### config.mk
export PLATFORM = sky130hd
export DESIGN_NAME = data_bus_sink_fifo
export DESIGN_NICKNAME = d
export VERILOG_FILES = /design/src/rtl/data_bus_sink_fifo.sv
export SDC_FILE = /design/constraint.sdc
export NUM_CORES = 1
export LEC_CHECK = 0
export ABC_AREA = 1
export BUFFER_PORTS_ARGS = -buffer_cell sky130_fd_sc_hd__buf_2
export CORE_AREA = 2 2 94 96
export DETAILED_ROUTE_END_ITERATION = 10
export DIE_AREA = 0 0 96 98
export SETUP_SLACK_MARGIN = 0.4
export SLEW_MARGIN = 20
export SYNTH_ARGS = -nofsm -noshare
export SYNTH_HDL_FRONTEND = slang
export SYNTH_SLANG_ARGS = --single-unit
### constraint.sdc
create_clock -name aclk -period 3.1 [get_ports aclk]
set_input_delay 0.31 -clock aclk [delete_from_list [all_inputs] [get_ports aclk]]
set_output_delay 0.31 -clock aclk [all_outputs]
set_load 0.05 [all_outputs]
### src/rtl/data_bus_sink_fifo.sv
// -----------------------------------------------------------------------------
// data_bus_sink_fifo
//
// Destination-domain catch FIFO that sits directly after data_bus_synchro.
// The synchroniser hands over words as single-cycle valid pulses with no way
// to push back, so every pulse must be stored immediately or it is lost. This
// block stores the words in a small register-array FIFO and re-presents them
// to destination logic as a full valid/ready stream. It also reports fill level,
// almost-full and a sticky overflow flag, so upstream throttling can be checked.
//
// Handshake: on the output side a word transfers on every rising aclk edge
// where tvalid_o=1 and tready_o=1. Once tvalid_o is raised, it and tdata_o
// hold until that transfer happens. The input side has no ready. A tvalid_i
// pulse is either accepted or counted as a drop (overflow).
//
// Ports:
//   aclk          in   destination clock (same as data_bus_synchro aclk_o)
//   srst          in   synchronous reset, active-high
//   tvalid_i      in   input word present (no ready returned)
//   tdata_i       in   input word
//   tvalid_o      out  FIFO not empty
//   tready_o      in   downstream accepts the head word
//   tdata_o       out  head-of-FIFO word, forced to 0 while empty
//   level         out  occupancy 0..DEPTH
//   almost_full   out  level >= AFULL_THRESH
//   overflow      out  sticky: at least one word was dropped
//   overflow_clr  in   clears overflow (a same-cycle drop wins)
// -----------------------------------------------------------------------------
module data_bus_sink_fifo #(
    parameter int BUS_WIDTH    = 8,
    parameter int DEPTH        = 8,
    parameter int AFULL_THRESH = 6
) (
    input  logic                       aclk,
    input  logic                       srst,
    input  logic                       tvalid_i,
    input  logic [BUS_WIDTH-1:0]       tdata_i,
    output logic                       tvalid_o,
    input  logic                       tready_o,
    output logic [BUS_WIDTH-1:0]       tdata_o,
    output logic [$clog2(DEPTH):0]     level,
    output logic                       almost_full,
    output logic                       overflow,
    input  logic                       overflow_clr
);

    // Address bits index the array. One extra MSB acts as the wrap bit, so
    // a full FIFO and an empty FIFO can be told apart without a separate count.
    localparam int AW = $clog2(DEPTH);
    localparam int PW = AW + 1;

    // -------------------------------------------------------------------------
    // State
    // -------------------------------------------------------------------------
    logic [PW-1:0]        wr_ptr_q, wr_ptr_d;
    logic [PW-1:0]        rd_ptr_q, rd_ptr_d;
    logic                 overflow_q, overflow_d;
    logic [BUS_WIDTH-1:0] mem_q [DEPTH];
    logic [BUS_WIDTH-1:0] mem_d [DEPTH];

    // -------------------------------------------------------------------------
    // Status derived from the pointers
    // -------------------------------------------------------------------------
    logic          empty;
    logic          full;
    logic          push;
    logic          pop;
    logic          drop;
    logic [AW-1:0] wr_addr;
    logic [AW-1:0] rd_addr;
    logic [PW-1:0] level_w;

    assign wr_addr = wr_ptr_q[AW-1:0];
    assign rd_addr = rd_ptr_q[AW-1:0];

    assign empty = (wr_ptr_q == rd_ptr_q);
    assign full  = (wr_addr == rd_addr) && (wr_ptr_q[PW-1] != rd_ptr_q[PW-1]);

    // Modular difference of the wrap-bit pointers gives the exact occupancy,
    // including DEPTH when full.
    assign level_w = wr_ptr_q - rd_ptr_q;

    // -------------------------------------------------------------------------
    // Transfer decisions
    // -------------------------------------------------------------------------
    // A pop in the same cycle frees the head slot, so a full FIFO can still
    // take an incoming word while it is emptying.
    assign pop  = !empty && tready_o;
    assign push = tvalid_i && (!full || pop);
    assign drop = tvalid_i && full && !pop;

    // -------------------------------------------------------------------------
    // Next-state logic
    // -------------------------------------------------------------------------
    always_comb begin
        wr_ptr_d   = wr_ptr_q;
        rd_ptr_d   = rd_ptr_q;
        overflow_d = overflow_q;
        for (int i = 0; i < DEPTH; i++) begin
            mem_d[i] = mem_q[i];
        end

        if (push) begin
            mem_d[wr_addr] = tdata_i;
            wr_ptr_d       = wr_ptr_q + PW'(1);
        end

        if (pop) begin
            rd_ptr_d = rd_ptr_q + PW'(1);
        end

        // A drop in the same cycle as a clear leaves the flag set, so no
        // loss event is hidden by a clear.
        if (drop) begin
            overflow_d = 1'b1;
        end else if (overflow_clr) begin
            overflow_d = 1'b0;
        end
    end

    // -------------------------------------------------------------------------
    // Registers
    // -------------------------------------------------------------------------
    always_ff @(posedge aclk) begin
        if (srst) begin
            wr_ptr_q   <= '0;
            rd_ptr_q   <= '0;
            overflow_q <= 1'b0;
        end else begin
            wr_ptr_q   <= wr_ptr_d;
            rd_ptr_q   <= rd_ptr_d;
            overflow_q <= overflow_d;
        end
    end

    // Storage has no reset. Stale contents never reach the output, because
    // tdata_o is masked while the FIFO is empty.
    always_ff @(posedge aclk) begin
        for (int i = 0; i < DEPTH; i++) begin
            mem_q[i] <= mem_d[i];
        end
    end

    // -------------------------------------------------------------------------
    // Outputs
    // -------------------------------------------------------------------------
    assign tvalid_o    = !empty;
    assign tdata_o     = empty ? '0 : mem_q[rd_addr];
    assign level       = level_w;
    assign almost_full = (level_w >= PW'(AFULL_THRESH));
    assign overflow    = overflow_q;

endmodule

==> results.toml <==
[clocking]
holdBufCountCts = 0
clk-insertion-delay-late_ns = 0.35
cts_tree = "built"
cts_buffers = 9
ctsRootBufferMaster = "clkbuf_8"
clk_path_buf_depth = 2
clk_pin_slew_worst_paths_ns = 0.07
post_cts_buffers = 0
cts_resized = 0
htreeDepth = 3
clkSinkCount = 76

[setup_path]
cp_max_fo = 11
critPathLaunchType = "flop"
critPathBufInv = 3
required_ns = 2.79
path_class = "flop to primary output"
max_stage_delay_ns = 0.41
crit_path_cell_trace = "inv_1 > ha_1 > inv_1 > nor2_1 > nand2_1 > nand2_1 > nor2_1 > buf_2"
end_kind = "primary output"
cp_data_arrival_time_ns = 2.20
critPathTopFamily = "simple AND/OR/NAND/NOR gates"
slowest_stage = "dfxtp_1"

[route]
totalWireLength_um = 6660
wire_per_inst_um = 14.8
route.vias.total = 2207
viasPerCell = 4.89
first_pass_iters = 4
postRouteAntennaNets = 0
drcViolationCount = 0
drtIter0Drc = 115

[die]
num_rows = 34
start_util = 0.390
core_um2 = 8470
fp.dieW_um = 96
die_h_um = 98
dieArea_um2 = 9410
ios = 28

[power_and_ir_drop]
p_seq_frac = 0.453
internal_power_uw = 1700
switching_share = 0.341
p_leak_uw = 0.00137
total_power_uw = 2590
powerDensity_nw_per_um2 = 704
switching_power_uw = 883
power_frac_clock = 0.285
pwr-share-comb = 0.262
vdd_drop_max_v = 0.000476

[yosys]
synth_seq_cells = 76
synthesis.area_um2 = 3300
ys_types = 26
ys_warn_count = 0
synth_top_area_frac = 0.583
yosys.area.top_type = "edfxtp_1"
synthTopCellsByArea = "edfxtp_1, nor2_1, dfxtp_1"
synth_area_per_cell_um2 = 10.6
ys.flop_type = "edfxtp_1"
synth-edff-count = 64
syn_inst = 310
yosysMostFrequentCell = "nor2_1"
synthTopCellsByCount = "nor2_1, edfxtp_1, nand2_1, o21ai_1, nand3_1"
synth_nets = 329
seq_area_frac_synth = 0.656
async_flop_share = 0

[timing]
setup_viol = 0
tightest_slew_ns = 0.863
period_share = 0.810
rsz0062_at_grt = "false"
fin_worst_skew_ns = 0.00969
max_freq_ghz = 0.398
slew_headroom = 0.422
drv_slew = 0
layout_min_cycle_time_ns = 2.51
tns_ns = 0
hold_viol_final = 0

[min_path]
min_path_type = "primary input to flop"

[layout]
final_area_um2 = 3670
layout-drive-gt1-share = 0.149
fillers = 794
final_util = 0.434
nets = 357
diodes = 0
area_growth_syn_to_layout_pct = 11.4

[placed_design]
dp_hpwl_um = 4480
io_buffers = 27
place_congestion = 0.882
place_area_um2 = 3490

[global_routing]
grt_pass1_vias = 2110
grt-ovfl-total = 0
grt_antenna_before_repair = 0
track_usage = 0.154
grt_pass1_wl_um = 10800
grt_max_degree = 33

[outcome]
outcome = "completed"

[flow_run]
cap_violations = 0
## final cells by class
| class | instances | area, µm² | area share |
|---|---|---|---|
| Sequential cell | 76 | 2160 | 0.588 |
| Multi-Input combinational cell | 206 | 976 | 0.266 |
| Tap cell | 108 | 135 | 0.0368 |
| Inverter | 15 | 56.3 | 0.0153 |
| Clock inverter | 2 | 35.0 | 0.00953 |
| Clock buffer | 14 | 153 | 0.0415 |
| Timing Repair Buffer | 30 | 158 | 0.0429 |
## worst register-to-register path, delay by kind of cell (launching register included)
family,cells,cell delay (ns)
adders and majority gates,1,0.33
DFF,1,0.48
and+or+nand+nor,5,1.13
## power groups by stage
stage | logic (µW) | clock network [µW] | registers [µW]
6_report | 677 | 736 | 1170
5_1_grt | 745 | 794 | 1180
4_1_cts | 682 | 743 | 1170
3_5_place_dp | 679 | 0 | 1200
3_3_place_gp | 679 | 0 | 1200
2_1_floorplan | 570 | 0 | 1180
## through the flow
step	setup WS, ns	instances	hold slack (ns)
4_1_cts	0.614	451	0.201
6_report	0.588	451	0.209
2_1_floorplan	0.539	310	0.409
5_1_grt	0.447	451	0.234
3_5_place_dp	0.780	435	0.451
3_3_place_gp	0.810	435	0.454
## cells by family after synthesis
group / synth area share
DFF: 0.656
buffers and inverters: 0.0486
adders and majority gates: 0.0250
and+or+nand+nor: 0.181
AOI/OAI and AO/OA: 0.0797
xor gates and xnor gates: 0.0106
## worst paths after layout
| check | startpoint | end | slack (ns) | cells past startpoint |
|---|---|---|---|---|
| min reg2reg | overflow | overflow | 0.47 | 2 |
| min | overflow_clr | overflow | 0.21 | 4 |
| max | wr_ptr_q[0] | tdata_o[2] | 0.59 | 8 |
| max reg2reg | wr_ptr_q[2] | mem_q[1][7] | 0.80 | 6 |
## metal layers
| metal | part of all wire | vias to the layer above | GRT usage |
|---|---|---|---|
| met3 | 0.036 | 12 | 0.0316 |
| met1 | 0.47 | 1030 | 0.206 |
| met4 | 0.019 | 0 | 0.0725 |
| li1 | - | 1110 | - |
| met5 | 0 | - | 0 |
| met2 | 0.48 | 55 | 0.238 |
## registers in the layout, indices dropped and copies added (netlist names), named ones only
name and cells:
mem_q 64, rd_ptr_q 4, wr_ptr_q 4, overflow 1
## cell usage in the layout, fill, tap and decap left out
master,count
nand3_2,2
clkbuf_1,4
nand2_1,35
buf_4,3
edfxtp_1,64
or2_2,1
inv_1,13
fa_1,1
ha_1,5
o21ai_1,30
dfxtp_1,12
xor2_1,4
a21oi_2,1
o21ai_0,11
o211ai_1,1
nand2_2,2
a21boi_2,1
a21oi_1,6
nand4_1,2
nor3_1,1
inv_2,2
clkinv_2,1
nand3_1,17
buf_2,27
bufinv_16,1
clkbuf_8,10
nor2_1,86
Note: power is estimated with default switching activity, not from simulation.
